### src/rtl/sync_nflops_edge_if.sv
// sync_nflops_edge_if
//   Bundles the per-channel level inputs and the synchronized/edge outputs
//   of sync_nflops_edge.
//   Ports (signals):
//     async_in   [NUM_CH]  asynchronous level inputs, driven by the master
//     sync_out   [NUM_CH]  synchronized (optionally filtered) levels
//     rise_pulse [NUM_CH]  one-cycle strobe on a 0->1 change of sync_out
//     fall_pulse [NUM_CH]  one-cycle strobe on a 1->0 change of sync_out
//     any_edge             OR of every rise and fall strobe
//   Modports: master (drives async_in, observes results), slave (the
//   synchronizer itself).
interface sync_nflops_edge_if #(
  parameter int NUM_CH = 4
);
  logic [NUM_CH-1:0] async_in;
  logic [NUM_CH-1:0] sync_out;
  logic [NUM_CH-1:0] rise_pulse;
  logic [NUM_CH-1:0] fall_pulse;
  logic              any_edge;

  modport master (
    output async_in,
    input  sync_out,
    input  rise_pulse,
    input  fall_pulse,
    input  any_edge
  );

  modport slave (
    input  async_in,
    output sync_out,
    output rise_pulse,
    output fall_pulse,
    output any_edge
  );
endinterface

### src/rtl/sync_nflops_edge.sv
// sync_nflops_edge
//   Multi-channel flop-chain synchronizer with registered rise/fall edge
//   strobes. Each of NUM_CH independent single-bit channels is passed
//   through STAGES flops; the last stage is the raw synchronized level.
//   Optional build macro SYNC_FILTER_EN inserts a per-channel glitch filter
//   between raw and sync_out that only follows raw after it has differed
//   from the filtered level for FILT_CNT consecutive cycles.
//   Ports:
//     clk  rising-edge clock for all state
//     rst  synchronous active-high reset; all state loads RST_VAL
//     bus  sync_nflops_edge_if.slave (async_in, sync_out, rise_pulse,
//          fall_pulse, any_edge); the interface NUM_CH must equal NUM_CH
//   Parameters: NUM_CH (>=1), STAGES (>=2), FILT_CNT (>=1), RST_VAL.
module sync_nflops_edge #(
  parameter int                NUM_CH   = 4,
  parameter int                STAGES   = 2,
  parameter int                FILT_CNT = 3,
  parameter logic [NUM_CH-1:0] RST_VAL  = '0
) (
  input  logic                clk,
  input  logic                rst,
  sync_nflops_edge_if.slave   bus
);

  // A single flop is not a synchronizer; reject it at elaboration.
  if (STAGES < 2) begin : g_bad_stages
    $error("sync_nflops_edge: STAGES must be >= 2");
  end

  if (FILT_CNT < 1) begin : g_bad_filt
    $error("sync_nflops_edge: FILT_CNT must be >= 1");
  end

  logic [NUM_CH-1:0] chain [STAGES];
  logic [NUM_CH-1:0] raw;
  logic [NUM_CH-1:0] level;
  logic [NUM_CH-1:0] prev;

  // Synchronizer chain: stage 0 samples the asynchronous inputs, each later
  // stage copies its predecessor. Reset flushes anything still in flight.
  always_ff @(posedge clk) begin
    if (rst) begin
      for (int i = 0; i < STAGES; i++) begin
        chain[i] <= RST_VAL;
      end
    end else begin
      chain[0] <= bus.async_in;
      for (int i = 1; i < STAGES; i++) begin
        chain[i] <= chain[i-1];
      end
    end
  end

  assign raw = chain[STAGES-1];

`ifdef SYNC_FILTER_EN
  // One spare bit so FILT_CNT-1 is always representable, even for FILT_CNT=1.
  localparam int             CW        = $clog2(FILT_CNT) + 1;
  localparam logic [CW-1:0]  FILT_LAST = CW'(FILT_CNT - 1);

  logic [CW-1:0]     cnt [NUM_CH];
  logic [NUM_CH-1:0] filt;

  // Glitch filter: the counter tracks how many consecutive cycles raw has
  // disagreed with filt; any agreement restarts it, and the FILT_CNT-th
  // disagreeing cycle commits raw into filt.
  always_ff @(posedge clk) begin
    if (rst) begin
      filt <= RST_VAL;
      for (int c = 0; c < NUM_CH; c++) begin
        cnt[c] <= '0;
      end
    end else begin
      for (int c = 0; c < NUM_CH; c++) begin
        if (raw[c] == filt[c]) begin
          cnt[c] <= '0;
        end else if (cnt[c] == FILT_LAST) begin
          filt[c] <= raw[c];
          cnt[c]  <= '0;
        end else begin
          cnt[c] <= cnt[c] + CW'(1);
        end
      end
    end
  end

  assign level = filt;
`else
  assign level = raw;
`endif

  // Previous-cycle copy of the output level. Resetting it to RST_VAL together
  // with the chain keeps reset itself from looking like an edge.
  always_ff @(posedge clk) begin
    if (rst) begin
      prev <= RST_VAL;
    end else begin
      prev <= level;
    end
  end

  // Both operands are flop outputs, so there is no path from async_in to the
  // strobes, and a channel can never rise and fall in the same cycle.
  assign bus.sync_out   = level;
  assign bus.rise_pulse = level & ~prev;
  assign bus.fall_pulse = ~level & prev;
  assign bus.any_edge   = |(bus.rise_pulse | bus.fall_pulse);

endmodule

### src/flat_wrapper.sv
// flat-port wrapper written by rule: the top's interface ports become plain ports
module sync_nflops_edge_flat 
#(
  parameter int                NUM_CH   = 4,
  parameter int                STAGES   = 2,
  parameter int                FILT_CNT = 3,
  parameter logic [NUM_CH-1:0] RST_VAL  = '0
)
  (clk, rst, bus_async_in, bus_sync_out, bus_rise_pulse, bus_fall_pulse, bus_any_edge);
  sync_nflops_edge_if #(.NUM_CH(NUM_CH)) bus_i ();
  input  logic clk;
  input  logic rst;
  input wire logic [$bits(bus_i.async_in)-1:0] bus_async_in;
  output wire logic [$bits(bus_i.sync_out)-1:0] bus_sync_out;
  output wire logic [$bits(bus_i.rise_pulse)-1:0] bus_rise_pulse;
  output wire logic [$bits(bus_i.fall_pulse)-1:0] bus_fall_pulse;
  output wire logic [$bits(bus_i.any_edge)-1:0] bus_any_edge;
  assign bus_i.async_in = bus_async_in;
  assign bus_sync_out = bus_i.sync_out;
  assign bus_rise_pulse = bus_i.rise_pulse;
  assign bus_fall_pulse = bus_i.fall_pulse;
  assign bus_any_edge = bus_i.any_edge;
  sync_nflops_edge #(.NUM_CH(NUM_CH), .STAGES(STAGES), .FILT_CNT(FILT_CNT), .RST_VAL(RST_VAL)) u_core (.clk(clk), .rst(rst), .bus(bus_i));
endmodule
### config.mk
export PLATFORM = sky130hd
export DESIGN_NAME = sync_nflops_edge_flat
export DESIGN_NICKNAME = d
export VERILOG_FILES = /design/src/rtl/sync_nflops_edge_if.sv /design/src/rtl/sync_nflops_edge.sv /design/src/flat_wrapper.sv
export SDC_FILE = /design/constraint.sdc
export NUM_CORES = 1
export LEC_CHECK = 0
export CORE_MARGIN = 5
export CORE_UTILIZATION = 40
export CTS_CLUSTER_SIZE = 30
export DETAILED_ROUTE_END_ITERATION = 8
export PLACE_DENSITY = 0.79
export SETUP_SLACK_MARGIN = 0.05
export SYNTH_ARGS = -nofsm -noshare
export SYNTH_HDL_FRONTEND = slang
export SYNTH_SLANG_ARGS = --single-unit
### constraint.sdc
create_clock -name clk -period 2.1 [get_ports clk]
set_input_delay 0.525 -clock clk [delete_from_list [all_inputs] [get_ports clk]]
set_output_delay 0.525 -clock clk [all_outputs]
set_load 0.01 [all_outputs]
==> insert_results.sql, run 1 <==
INSERT INTO impl_metrics (metric_group, metric, value, unit) VALUES
('outcome', 'run_status', 'finished, final reports clean', ''),
('timing', 'timing.max_slew.rel_slack', '81.3', '%'),
('synth', 'synth_top_family_by_area', 'simple AND/OR/NAND/NOR gates', ''),
('global_routing', 'antenna_violations_before_repair', '0', ''),
('global_routing', 'grt_max_degree', '8', ''),
('timing', 'timing.clock.skew', '4.46', 'ps'),
('final_layout', 'n_antenna_cell', '0', ''),
('timing', 'final_min_period_over_clock_period', '91.2', '%'),
('final_layout', 'fin_nets', '79', ''),
('job', 'cap_viol_max_count', '0', ''),
('synth', 'netlist_area', '533', 'sq um'),
('route', 'drt_pass1_iterations', '3', ''),
('clocking', 'cts_htree_levels', '1', ''),
('timing', 'rsz0062_at_grt', 'false', ''),
('clocking', 'numClockSinks', '12', ''),
('final_layout', 'syn_to_final_growth', '37.6', '%'),
('timing', 'final.hold.worst_slack', '438', 'ps'),
('final_layout', 'drive_gt1_share', '26.6', '%'),
('timing', 'hold_violations', '0', ''),
('critical_path', 'setup.worst_path.class', 'register to output pin', ''),
('final_layout', 'mostFrequentLayoutCell', 'sky130_fd_sc_hd__clkdlybuf4s50_1', ''),
('clocking', 'root_buffer', 'sky130_fd_sc_hd__clkbuf_4', ''),
('clocking', 'numCtsBuffers', '3', ''),
('synth', 'synth.mux.area_fraction', '0', '%'),
('timing', 'timing.setup.tns', '0', 'ps'),
('timing', 'maxSlewViolCount', '0', ''),
('final_layout', 'fillCellCount', '124', ''),
('final_layout', 'mostFrequentLayoutCells', 'sky130_fd_sc_hd__clkdlybuf4s50_1 (17), sky130_fd_sc_hd__dfxtp_1 (12), sky130_fd_sc_hd__inv_1 (8), sky130_fd_sc_hd__nor2b_2 (8), sky130_fd_sc_hd__ha_1 (8)', ''),
('synth', 'synthDistinctLibCells', '9', ''),
('critical_path', 'critPathMaxFanout', '4', ''),
('die', 'design.die.area', '2160', 'sq um'),
('die', 'fp.coreArea', '1280', 'sq um'),
('hold_path', 'holdCritStartpoint', 'u_core.chain[0][2]', ''),
('final_layout', 'post_layout_nonfiller_instances', '79', ''),
('global_routing', 'remaining_global_route_overflow', '0', ''),
('clocking', 'clk_transition_reported_paths', '70', 'ps'),
('route', 'drt_drc_violations_left', '0', ''),
('critical_path', 'worstSetupStartpointType', 'register', ''),
('place', 'place.detailed.instances', '75', ''),
('synth', 'postSynthRegisterBits', '12', ''),
('synth', 'yosys.area_share.xor_xnor', '0', '%'),
('route', 'vias_after_detailed_routing', '331', ''),
('pwr', 'power_leakage', '0.305', 'nW'),
('synth', 'synth.avg_cell_area', '11.6', 'sq um'),
('synth', 'yosys_warnings', '0', ''),
('die', 'row_count', '13', ''),
('place', 'place.detailed.hpwl', '651', 'um'),
('die', 'die_y', '46.5', 'um'),
('pwr', 'power_density', '654', 'nW/um^2'),
('critical_path', 'crit_path_start', 'u_core.chain[0][7]', ''),
('clocking', 'cts_setup_buffers', '0', ''),
('global_routing', 'grtUsageTotal', '9.12', '%'),
('critical_path', 'cp.arrival', '1390', 'ps'),
('clocking', 'tritoncts', 'yes', ''),
('place', 'placement.cell_area', '698', 'sq um'),
('route', 'post_drt_wl_per_cell', '9.91', 'um'),
('clocking', 'clock_tree.buffer_depth', '2', ''),
('synth', 'synth_simple_gate_area_share', '22.8', '%'),
('synth', 'synth-compound-area-share', '0', '%'),
('final_layout', 'final_cell_area', '733', 'sq um'),
('route', 'antenna_violating_nets_left', '0', ''),
('place', 'port_buffer_cells', '18', ''),
('place', 'finalWeightedCongestion', '0.572', ''),
('global_routing', 'grt_pass1_vias', '323', ''),
('die', 'initial_cell_density_of_the_core', '41.5', '%'),
('route', 'drtIter0Drc', '3', ''),
('die', 'design.portCount', '19', ''),
('die', 'die_w', '46.5', 'um'),
('critical_path', 'rr_startpoint', 'u_core.chain[0][7]', ''),
('critical_path', 'cp_data_required_time', '1570', 'ps'),
('timing', 'transition_time_of_the_tightest_slew_check_pin', '280', 'ps');
-- cell families after synthesis --
family | count (synthesis)
AND/OR/NAND/NOR | 13
buffers and inverters | 13
adder cells (fa/ha/maj) | 8
flip-flops | 12
-- path summary, 6_finish.rpt --
path | end | cells after the start | slack (ps)
min reg2reg | u_core.chain[0][6] | 1 | 440
max | bus_fall_pulse[3] | 3 | 180
max reg2reg | u_core.prev[3] | 1 | 1460
min | u_core.chain[0][6] | 1 | 440
-- layout make-up --
class	instances	area [sq um]	share of cell area, %
multi-input combinational	21	221	30.2
clock buffer	4	36.3	4.95
sequential	12	240	32.8
inverter	8	30.0	4.10
tap	15	18.8	2.56
timing repair buffer	19	186	25.4
-- synthesized netlist by cell type --
cell type	number	area, sq um
sky130_fd_sc_hd__buf_4	4	30.0
sky130_fd_sc_hd__inv_1	8	30.0
sky130_fd_sc_hd__dfxtp_1	12	240
sky130_fd_sc_hd__buf_6	1	11.3
sky130_fd_sc_hd__ha_1	8	100
sky130_fd_sc_hd__and2b_2	2	17.5
sky130_fd_sc_hd__nor2b_2	8	70.1
sky130_fd_sc_hd__nor2b_4	2	27.5
sky130_fd_sc_hd__nand4_1	1	6.26
-- where the power goes --
group / switching (mW) / total (mW) / leakage (nW) / internal, mW
combinational: 0.0223 / 0.0602 / 0.186 / 0.0379
sequential: 0.00466 / 0.241 / 0.0988 / 0.237
clock: 0.0725 / 0.178 / 0.0210 / 0.105
-- repair_timing --
item                                    in CTS  in global routing
hold endpoints to repair                     0                  0
hold buffers                                 0                  0
endpoints found under the setup margin       1                  0
resized for setup                            1                  0
-- worst max-delay path, cell delays in order (launching register included) --
cell and delay (ps):
sky130_fd_sc_hd__dfxtp_1 390, sky130_fd_sc_hd__inv_1 60, sky130_fd_sc_hd__ha_1 190, sky130_fd_sc_hd__clkdlybuf4s50_1 480
-- through the flow --
step / utilization [%] / worst slack [ps]
after CTS: 57.1 / 173
after floorplan: - / 784
after detailed placement: 54.3 / 216
after global placement: 54.3 / 244
after global routing: 57.1 / 121
final: 57.1 / 185
-- flip-flops by register name (all words and copies together) (netlist names) --
name and cells:
u_core.chain 8, u_core.prev 4
-- per-layer routing --
| layer | routed length [um] | GRT usage (%) |
|---|---|---|
| met5 | 0 | 0 |
| met1 | 266 | 6.74 |
| met4 | 22 | 10.2 |
| met3 | 62 | 3.52 |
| met2 | 432 | 16.2 |
(Power assumes the default switching activity.)
==> inputs of run 2 (changes only) <==
Settings changed: ABC_AREA from default to 0.
==> results of run 2 <==
No change in the layout: final DEF, timing and power equal those of run 1.
==> inputs of run 3 (changes only) <==
Settings changed: CAP_MARGIN from default to 20, GPL_ROUTABILITY_DRIVEN from default to 0.
==> results of run 3 <==
No change in the layout: final DEF, timing and power equal those of run 1.
